<file path="config.mk">
export PLATFORM = sky130hd
export DESIGN_NAME = instr_encoder
export DESIGN_NICKNAME = d
export VERILOG_FILES = /design/src/rtl/mips_isa_pkg.sv /design/src/rtl/sync_fifo.sv /design/src/rtl/instr_encoder.sv
export SDC_FILE = /design/constraint.sdc
export NUM_CORES = 1
export LEC_CHECK = 0
export ABC_AREA = 0
export BUFFER_PORTS_ARGS = -buffer_cell sky130_fd_sc_hd__buf_2
export CORE_ASPECT_RATIO = 1.1
export CORE_MARGIN = 8
export CORE_UTILIZATION = 38
export CTS_CLUSTER_SIZE = 8
export DETAILED_ROUTE_END_ITERATION = 16
export PLACE_DENSITY_LB_ADDON = 0.05
export SLEW_MARGIN = 40
export SYNTH_ARGS = -nofsm -noshare
export SYNTH_HDL_FRONTEND = slang
export SYNTH_HIERARCHICAL = 1
export SYNTH_SLANG_ARGS = --single-unit
export TNS_END_PERCENT = 50
</file>
<file path="constraint.sdc">
create_clock -name clk -period 4.5 [get_ports clk]
set_clock_uncertainty 0.15 [all_clocks]
set_input_delay 0.225 -clock clk [delete_from_list [all_inputs] [get_ports clk]]
set_output_delay 0.225 -clock clk [all_outputs]
set_load 0.01 [all_outputs]
</file>
<file path="src/rtl/mips_isa_pkg.sv">
// mips_isa_pkg: shared MIPS ISA constants for the encoder and the
// opcode/funct decoder, so both sides agree on the class-select flag order.
// Contents: opcode / funct constants, select bit indices, field struct,
// a one-hot test and the combinational instruction packer.
package mips_isa_pkg;

  localparam logic [5:0] OP_R   = 6'h00;
  localparam logic [5:0] OP_JAL = 6'h03;
  localparam logic [5:0] OP_BEQ = 6'h04;
  localparam logic [5:0] OP_ORI = 6'h0D;
  localparam logic [5:0] OP_LUI = 6'h0F;
  localparam logic [5:0] OP_LW  = 6'h23;
  localparam logic [5:0] OP_SW  = 6'h2B;

  localparam logic [5:0] FN_JR   = 6'h08;
  localparam logic [5:0] FN_ADDU = 6'h21;
  localparam logic [5:0] FN_SUBU = 6'h23;

  // Select vector bit positions (same order as the decoder's flags).
  localparam int SEL_W    = 9;
  localparam int SEL_ORI  = 0;
  localparam int SEL_LW   = 1;
  localparam int SEL_SW   = 2;
  localparam int SEL_BEQ  = 3;
  localparam int SEL_LUI  = 4;
  localparam int SEL_JAL  = 5;
  localparam int SEL_ADDU = 6;
  localparam int SEL_SUBU = 7;
  localparam int SEL_JR   = 8;

  typedef logic [SEL_W-1:0] sel_t;

  typedef struct packed {
    logic [4:0]  rs;
    logic [4:0]  rt;
    logic [4:0]  rd;
    logic [15:0] imm;
    logic [25:0] target;
  } instr_fields_t;

  typedef enum logic [1:0] {
    FIFO_EMPTY,
    FIFO_PARTIAL,
    FIFO_FULL
  } fifo_state_e;

  // Exactly one bit set: non-zero and clearing the lowest set bit leaves zero.
  function automatic logic is_onehot(input sel_t s);
    return (s != '0) && ((s & (s - sel_t'(1))) == '0);
  endfunction

  // Packs one instruction. Only meaningful for a one-hot select; any field the
  // format does not use is forced to zero.
  function automatic logic [31:0] encode(input sel_t sel, input instr_fields_t f);
    logic [31:0] w;
    w = '0;
    if (sel[SEL_ORI])       w = {OP_ORI, f.rs, f.rt, f.imm};
    else if (sel[SEL_LW])   w = {OP_LW,  f.rs, f.rt, f.imm};
    else if (sel[SEL_SW])   w = {OP_SW,  f.rs, f.rt, f.imm};
    else if (sel[SEL_BEQ])  w = {OP_BEQ, f.rs, f.rt, f.imm};
    else if (sel[SEL_LUI])  w = {OP_LUI, 5'd0, f.rt, f.imm};
    else if (sel[SEL_JAL])  w = {OP_JAL, f.target};
    else if (sel[SEL_ADDU]) w = {OP_R, f.rs, f.rt, f.rd, 5'd0, FN_ADDU};
    else if (sel[SEL_SUBU]) w = {OP_R, f.rs, f.rt, f.rd, 5'd0, FN_SUBU};
    else if (sel[SEL_JR])   w = {OP_R, f.rs, 15'd0, FN_JR};
    return w;
  endfunction

endpackage

</file>
<file path="src/rtl/sync_fifo.sv">
// sync_fifo: single-clock FIFO with registered storage and flush.
// Ports: clk, reset (sync, active-high), flush_i (empties the FIFO),
// push_i / wdata_i (write side), pop_i / rdata_o (read side, rdata_o is the
// head entry straight from storage), full_o, empty_o.
// Push while full and pop while empty are ignored; flush beats push and pop.
module sync_fifo #(
  parameter int WIDTH = 32,
  parameter int DEPTH = 4
) (
  input  logic             clk,
  input  logic             reset,
  input  logic             flush_i,
  input  logic             push_i,
  input  logic [WIDTH-1:0] wdata_i,
  input  logic             pop_i,
  output logic [WIDTH-1:0] rdata_o,
  output logic             full_o,
  output logic             empty_o
);
  localparam int AW = (DEPTH > 1) ? $clog2(DEPTH) : 1;

  logic [AW-1:0]    wr_ptr_q, wr_ptr_d;
  logic [AW-1:0]    rd_ptr_q, rd_ptr_d;
  logic [AW:0]      count_q, count_d;
  logic [WIDTH-1:0] mem_q [DEPTH];
  logic [DEPTH-1:0] wr_en;
  logic             do_push, do_pop;

  assign full_o  = (count_q == (AW+1)'(DEPTH));
  assign empty_o = (count_q == '0);
  assign do_push = push_i && !flush_i && !full_o;
  assign do_pop  = pop_i && !flush_i && !empty_o;
  assign rdata_o = mem_q[rd_ptr_q];

  for (genvar gi = 0; gi < DEPTH; gi++) begin : g_wr_en
    assign wr_en[gi] = do_push && (wr_ptr_q == AW'(gi));
  end

  // Pointers wrap naturally because DEPTH is a power of two.
  always_comb begin
    wr_ptr_d = wr_ptr_q;
    rd_ptr_d = rd_ptr_q;
    count_d  = count_q;
    if (flush_i) begin
      wr_ptr_d = '0;
      rd_ptr_d = '0;
      count_d  = '0;
    end else begin
      if (do_push) wr_ptr_d = wr_ptr_q + AW'(1);
      if (do_pop)  rd_ptr_d = rd_ptr_q + AW'(1);
      case ({do_push, do_pop})
        2'b10:   count_d = count_q + (AW+1)'(1);
        2'b01:   count_d = count_q - (AW+1)'(1);
        default: count_d = count_q;
      endcase
    end
  end

  always_ff @(posedge clk) begin
    if (reset) begin
      wr_ptr_q <= '0;
      rd_ptr_q <= '0;
      count_q  <= '0;
    end else begin
      wr_ptr_q <= wr_ptr_d;
      rd_ptr_q <= rd_ptr_d;
      count_q  <= count_d;
    end
  end

  // Storage is cleared on reset so the head reads as zero afterwards.
  always_ff @(posedge clk) begin
    if (reset) begin
      for (int i = 0; i < DEPTH; i++) mem_q[i] <= '0;
    end else begin
      for (int i = 0; i < DEPTH; i++) begin
        if (wr_en[i]) mem_q[i] <= wdata_i;
      end
    end
  end

endmodule

</file>
<file path="src/rtl/instr_encoder.sv">
// instr_encoder: packs decoded instructions into 32-bit MIPS words, queues
// them and streams them out with an auto-incrementing byte address.
// Ports: clk, reset (sync, active-high), clr (flush + address reload);
// input handshake in_valid/in_ready with in_sel (one-hot class), in_rs,
// in_rt, in_rd, in_imm, in_target; output handshake out_valid/out_ready with
// out_data and out_addr; err_cnt (saturating rejected-select count) and
// word_cnt (words emitted since reset/clr, wrapping).
module instr_encoder #(
  parameter int          DEPTH     = 4,
  parameter logic [31:0] BASE_ADDR = 32'h0000_3000
) (
  input  logic        clk,
  input  logic        reset,
  input  logic        clr,
  input  logic        in_valid,
  output logic        in_ready,
  input  logic [8:0]  in_sel,
  input  logic [4:0]  in_rs,
  input  logic [4:0]  in_rt,
  input  logic [4:0]  in_rd,
  input  logic [15:0] in_imm,
  input  logic [25:0] in_target,
  output logic        out_valid,
  input  logic        out_ready,
  output logic [31:0] out_data,
  output logic [31:0] out_addr,
  output logic [7:0]  err_cnt,
  output logic [15:0] word_cnt
);
  import mips_isa_pkg::*;

  logic          fifo_full, fifo_empty;
  fifo_state_e   fifo_state;
  logic          accept, sel_ok, push, pop;
  logic [31:0]   enc_word;
  instr_fields_t fields;

  logic [31:0] addr_q, addr_d;
  logic [15:0] word_cnt_q, word_cnt_d;
  logic [7:0]  err_cnt_q, err_cnt_d;

  always_comb begin
    if (fifo_empty)     fifo_state = FIFO_EMPTY;
    else if (fifo_full) fifo_state = FIFO_FULL;
    else                fifo_state = FIFO_PARTIAL;
  end

  // A full FIFO never accepts, even when the head is popped this cycle.
  assign in_ready  = (fifo_state != FIFO_FULL) && !clr;
  assign out_valid = (fifo_state != FIFO_EMPTY);
  assign accept    = in_valid && in_ready;
  assign sel_ok    = is_onehot(in_sel);
  assign push      = accept && sel_ok;
  assign pop       = out_valid && out_ready && !clr;

  assign fields   = '{rs: in_rs, rt: in_rt, rd: in_rd, imm: in_imm, target: in_target};
  assign enc_word = encode(in_sel, fields);

  sync_fifo #(
    .WIDTH (32),
    .DEPTH (DEPTH)
  ) u_fifo (
    .clk     (clk),
    .reset   (reset),
    .flush_i (clr),
    .push_i  (push),
    .wdata_i (enc_word),
    .pop_i   (pop),
    .rdata_o (out_data),
    .full_o  (fifo_full),
    .empty_o (fifo_empty)
  );

  always_comb begin
    addr_d     = addr_q;
    word_cnt_d = word_cnt_q;
    err_cnt_d  = err_cnt_q;
    if (clr) begin
      addr_d     = BASE_ADDR;
      word_cnt_d = '0;
    end else if (pop) begin
      addr_d     = addr_q + 32'd4;
      word_cnt_d = word_cnt_q + 16'd1;
    end
    if (accept && !sel_ok && (err_cnt_q != 8'hFF)) err_cnt_d = err_cnt_q + 8'd1;
  end

  always_ff @(posedge clk) begin
    if (reset) begin
      addr_q     <= BASE_ADDR;
      word_cnt_q <= '0;
      err_cnt_q  <= '0;
    end else begin
      addr_q     <= addr_d;
      word_cnt_q <= word_cnt_d;
      err_cnt_q  <= err_cnt_d;
    end
  end

  assign out_addr = addr_q;
  assign word_cnt = word_cnt_q;
  assign err_cnt  = err_cnt_q;

endmodule

</file>
==> results_dict.tcl, run 1 <==
set metrics [dict create \
    start_util_pct 38.63 \
    routabilityCongestion 0.7331 \
    cp-end-kind "register" \
    cp.arrival_ns 3.46 \
    crit_type "reg -> reg" \
    synth_seq_cells 191 \
    wl_per_cell_um 18.03 \
    hp-class "in -> reg" \
    worstPathCellList "or3b_1 -> inv_2 -> a211oi_1 -> and3_1 -> and2b_2 -> nand2_1 -> ha_1 -> inv_1 -> fa_1 -> xor2_1 -> or3_1 -> a21oi_1" \
    clk_latency_ns 0.43 \
    path_buf_inv 2 \
    post-route-period-util_pct 72.10 \
    finalSetupViolCount 0 \
    cellLeakagePower_nw 3.979 \
    grt_overflow_total 0 \
    ys_seq_area_share_pct 55.76 \
    relSlewSlack_pct 54.79 \
    ff2ff_path_depth 12 \
    syn_to_final_growth_pct 16.86 \
    cts_buffers 17 \
    yosysTopAreaCell "edfxtp_1" \
    dp_hpwl_mm 14.92 \
    synthAdderAreaFrac_pct 1.312 \
    yosysWarnings 6 \
    whs_path_depth 3 \
    grt_pass1_vias 6578 \
    power_density_nw_per_um2 336.0 \
    finalSetupTns_ns 0 \
    fp.dieW_um 164.0 \
    wl_mm 22.83 \
    yosysUniqueCellTypes 55 \
    r2r-start "u_fifo/count_q[2]" \
    slowest_stage "or3b_1" \
    synth.area.top_cells "edfxtp_1, dfxtp_1, mux4_2, nor2_1, nand2b_1" \
    final_nets 1029 \
    dieHeight_um 178.8 \
    clockRootBuffer "clkbuf_16" \
    ctsResizeCount 0 \
    peakVddDrop_v 0.0002312 \
    die_area_um2 29320 \
    antenna_left 0 \
    min_period_ns 3.245 \
    r2r-end "u_fifo/count_q[2]" \
    synth_compound_area_share_pct 5.043 \
    clock_path_buffers 2 \
    ctsHtreeMaxLevel 4 \
    antenna_found_initial 2 \
    grt_pass1_wl_mm 35.38 \
    dr.pass1.iters 5 \
    grt_max_degree 44 \
    cap_violations 0 \
    synth_mux_area_share_pct 9.608 \
    avgSynthCellArea_um2 11.37 \
    post-route-drc-count 0 \
    power_w 0.003594 \
    synth_xor_area_share_pct 3.827 \
    vias_per_cell 5.042 \
    hold_path_end "out_addr[12]" \
    dr.first_iter.drc_count 384 \
    synth_cells 805 \
    cp_top_family "simple AND/OR/NAND/NOR gates" \
    start_kind "register" \
    rsz0062_at_grt "no" \
    r2r_slack_ns 1.26 \
    drive_gt1_share_pct 27.26 \
    coreArea_um2 23700 \
    grt_usage_pct 15.64 \
    hold_start "clr" \
    crit_fanout 8 \
    cts_tree "done" \
    port_buffers 158 \
    cp.required_ns 4.71 \
    synthSimpleGateAreaFrac_pct 20.14 \
    path_clk_slew_ns 0.07 \
    io_pins 161 \
    cts_hold_buf 0 \
    synth_top_family_by_area "simple AND/OR/NAND/NOR gates" \
    outcome "finished clean" \
    row_count 59 \
    num_vias 6383 \
    synth_area_um2 9155 \
    report.final.slew_viol_count 0 \
    antenna_cells 0 \
    hold_violations 0 \
    cpPeakStageDelay_ns 0.59 \
    clock_sinks 191 \
    fmaxAchievable_ghz 0.3082 \
    cts_setup_buffers 0 \
    synth_top_area_share_pct 41.98 \
    tightest_slew_ns 0.6720 \
]
synthesized netlist by cell type (all sizes together):
cell / number
and4: 5
o21ai: 28
or3: 9
nand4: 7
nor3: 8
a22o: 10
or3b: 2
and2b: 1
o31ai: 3
a2111oi: 2
edfxtp: 128
a21oi: 22
o21a: 2
nor4b: 1
ha: 8
nand2b: 39
nor2: 187
nor3b: 3
and3: 14
conb: 1
nor4: 10
clkinv: 1
nor2b: 8
nand2: 52
o22ai: 1
xnor2: 19
mux4: 32
mux2: 7
buf: 26
xor2: 21
fa: 1
mux2i: 8
or2: 5
a222oi: 1
inv: 17
a21o: 1
a211oi: 6
or4: 3
clkbuf: 19
nand3: 23
dfxtp: 63
nand4b: 1
sequential cells by signal, summed over array words and instances (netlist names), named ones only:
register         count
u_fifo/mem_q       128
out_addr            30
word_cnt            16
err_cnt              8
u_fifo/count_q       3
u_fifo/rd_ptr_q      2
u_fifo/wr_ptr_q      2
cells by family after synthesis:
logic type | count (synthesis)
other cells | 1
xor+xnor | 40
compound gates | 76
buf+inv | 63
flops | 191
mux | 47
simple gates | 378
fa+ha+maj | 9
layout make-up:
cell class | instances | area [µm²]
clock buffer | 17 | 425.4
clock inverter | 14 | 145.1
fill | 2264 | 13000
inverter | 18 | 70.07
multi-input combinational | 553 | 3702
sequential | 191 | 5109
tap | 305 | 381.6
timing repair buffer | 168 | 865.8
worst reg2reg max path, cell delays in order (launching register included):
cell,delay [ns]
dfxtp_1,0.36
or3b_1,0.59
inv_2,0.16
a211oi_1,0.10
and3_1,0.20
and2b_2,0.29
nand2_1,0.10
ha_1,0.19
inv_1,0.06
fa_1,0.37
xor2_1,0.16
or3_1,0.32
a21oi_1,0.14
cell usage in the layout, fill, tap and decap left out, types with 4 or more instances in the layout:
cell / Yosys / layout
nor2_1: 187 / 186
buf_2: 1 / 158
edfxtp_1: 128 / 128
dfxtp_1: 63 / 62
nand2_1: 52 / 52
nand2b_1: 39 / 35
mux4_2: 32 / 32
o21ai_0: 26 / 26
a21oi_1: 22 / 22
xor2_1: 21 / 21
xnor2_1: 19 / 19
nand3_1: 18 / 18
clkbuf_16: 0 / 17
inv_1: 15 / 15
and3_1: 13 / 13
a22o_1: 10 / 10
buf_4: 5 / 10
nor4_1: 9 / 9
nor3_1: 8 / 8
nor2b_1: 8 / 8
mux2i_1: 8 / 8
or3_1: 8 / 8
ha_1: 8 / 8
nand4_1: 7 / 7
mux2_2: 7 / 7
a211oi_1: 6 / 6
and4_1: 5 / 5
nand3_4: 5 / 5
inv_6: 0 / 5
or2_2: 5 / 4
nand2b_4: 0 / 4
worst max-delay path by stage:
stage	start	endpoint	slack (ns)	depth (start not counted)
after floorplan	u_fifo/count_q[2]	u_fifo/mem_q[0][0]	1.32	7
after global placement	u_fifo/count_q[0]	u_fifo/mem_q[1][8]	1.24	7
after detailed placement	u_fifo/count_q[1]	u_fifo/count_q[2]	1.24	12
after CTS	u_fifo/count_q[1]	u_fifo/count_q[2]	1.22	12
after global routing	u_fifo/count_q[2]	u_fifo/count_q[2]	1.06	12
final	u_fifo/count_q[2]	u_fifo/count_q[2]	1.26	12
power by group:
group,switching (W),internal (W)
Combinational,0.000124,0.0000783
Clock,0.000694,0.000781
Sequential,0.0000116,0.00191
layer usage:
| metal | up-vias | wire length [µm] | global-route usage, % |
|---|---|---|---|
| met3 | 17 | 1556 | 4.341 |
| li1 | 3131 | - | - |
| met2 | 159 | 11180 | 26.74 |
| met1 | 3072 | 9809 | 19.04 |
| met5 | - | 23 | 0 |
| met4 | 4 | 259 | 4.359 |
per-stage QoR:
step | setup WS, ns | hold slack (ns) | utilization [%] | instance area, µm² | instances
final | 1.255 | 0.1091 | 45.15 | 10700 | 1266
after global routing | 1.061 | 0.1487 | 45.15 | 10700 | 1266
after CTS | 1.220 | 0.1071 | 45.14 | 10700 | 1266
after detailed placement | 1.239 | 0.3277 | 42.73 | 10130 | 1235
after global placement | 1.241 | 0.3246 | 42.63 | 10100 | 1235
after floorplan | 1.320 | 0.1867 | - | 9163 | 807
Power figures use the tool's default switching activity.
==> run 2, diff against run 1 <==
- clock period: 4.5 -> 2.9 ns (I/O delays scaled with it)
==> results_dict.tcl, run 2 (synthesized netlist as in run 1, its figures left out) <==
set metrics [dict create \
    fp.dieW_um 164.0 \
    met3_usage_pct 3.215 \
    start_util_pct 38.63 \
    r2r_slack_ns 0.16 \
    r2r-start "u_fifo/count_q[1]" \
    mostFrequentLayoutCells "nor2_1, buf_2, edfxtp_1" \
    cts_buffers 17 \
    hold_start "in_imm[8]" \
    dp_hpwl_mm 16.47 \
    ctsHtreeMaxLevel 4 \
    drive_gt1_share_pct 30.38 \
    antenna_found_initial 0 \
    outcome "finished clean" \
    placedCellCount 1267 \
    dr.first_iter.drc_count 421 \
    dr.pass1.iters 4 \
    die_area_um2 29320 \
    grt_usage_pct 16.21 \
    grt_max_degree 39 \
    fin_util_pct 46.57 \
    cellLeakagePower_nw 4.160 \
    rsz0062_at_grt "no" \
    fmaxAchievable_ghz 0.3643 \
    clockRootBuffer "clkbuf_16" \
    antenna_left 0 \
    num_vias 6527 \
    row_count 59 \
    hp-class "in -> reg" \
    cap_violations 0 \
    syn_to_final_growth_pct 20.54 \
    cp.required_ns 3.10 \
    fill_cells 2280 \
    setup.worst_path.end "u_fifo/count_q[2]" \
    crit_type "reg -> reg" \
    antenna_cells 0 \
    relSlewSlack_pct 61.74 \
    r2r-end "u_fifo/count_q[2]" \
    crit_fanout 4 \
    clock_path_buffers 2 \
    finalSetupTns_ns 0 \
    report.final.slew_viol_count 0 \
    wl_mm 23.65 \
    cp-end-kind "register" \
    peakVddDrop_v 0.0003906 \
    hold_violations 0 \
    ff2ff_path_depth 12 \
    start_kind "register" \
    cp.arrival_ns 2.95 \
    post-route-drc-count 0 \
    post-route-period-util_pct 94.65 \
    dp_slack_ns 0.05933 \
    largest_reg_flops 128 \
    coreArea_um2 23700 \
    grt_pass1_vias 6755 \
    wl_per_cell_um 18.21 \
    cts_tree "done" \
    final_nets 1061 \
    grt_overflow_total 0 \
    worst_slack_ns 0.1553 \
    power_density_nw_per_um2 517.9 \
    port_buffers 158 \
    finalSetupViolCount 0 \
    grt_pass1_wl_mm 36.83 \
    clock_sinks 191 \
    max_flop_register "u_fifo/mem_q" \
    io_pins 161 \
    stdcell_count 1299 \
    path_clk_slew_ns 0.08 \
    startpoint "u_fifo/count_q[1]" \
    clk_latency_ns 0.43 \
    tightest_slew_ns 0.5740 \
    dieHeight_um 178.8 \
    min_period_ns 2.745 \
    busiest_layer "met2" \
    vias_per_cell 5.025 \
    routabilityCongestion 0.7256 \
    seq_area_um2 5111 \
    multi_input_area_um2 3690 \
    mostFrequentLayoutCell "nor2_1" \
    holdWs_ns 0.05183 \
    grt_util_met2_pct 28.67 \
    grt_use_met1_pct 19.78 \
]
-- run 2: layout make-up --
cell class | count | share of cell area (%)
inverters | 18 | 0.6349
clock buffers | 17 | 3.855
multi-input cells | 553 | 33.44
flip-flops and latches | 191 | 46.32
well taps | 305 | 3.458
repair buffers | 200 | 10.59
clock inverters | 15 | 1.712
-- run 2: worst max-delay path, cell delays in order (launching register included) --
cell      delay (ns)
dfxtp_2         0.34
or3b_4          0.40
inv_2           0.08
a211oi_1        0.08
and3_1          0.16
and2b_2         0.20
nand2_1         0.07
ha_2            0.18
inv_1           0.05
fa_2            0.34
xor2_1          0.16
or3_1           0.32
a21oi_1         0.14
-- run 2: worst min-delay path by stage --
stage	end	slack, ns	cells after the start
after global routing	u_fifo/mem_q[1][25]	0.07	4
final	u_fifo/mem_q[0][8]	0.05	5
after floorplan	out_addr[12]	0.11	2
after detailed placement	register	0.31	2
after CTS	u_fifo/mem_q[3][8]	0.03	5
after global placement	register	0.31	2
-- run 2: metrics by stage --
| stage | power (W) | cell area [µm²] |
|---|---|---|
| floorplan | 0.003213 | 9168 |
| global placement | 0.003387 | 10410 |
| detailed placement | 0.003388 | 10410 |
| CTS | 0.005792 | 11020 |
| global route | 0.005929 | 11040 |
| finish | 0.005715 | 11040 |
-- run 2: timing repair --
item                       in CTS  in global routing
resized for setup               0                  7
hold buffers                    0                  0
setup buffers                   0                  0
setup endpoints to repair       0                 35
-- run 2: routing by layer --
layer / part of all wire (%) / vias up
li1: - / 3211
met1: 43 / 3167
met2: 51 / 135
met3: 4.9 / 14
met4: 0.99 / 0
met5: 0 / -
-- run 2: power breakdown --
group	switching [W]	internal (W)	total [W]
clock	0.00115	0.00125	0.00240
combinational	0.000201	0.000141	0.000342
sequential	0.0000190	0.00296	0.00298
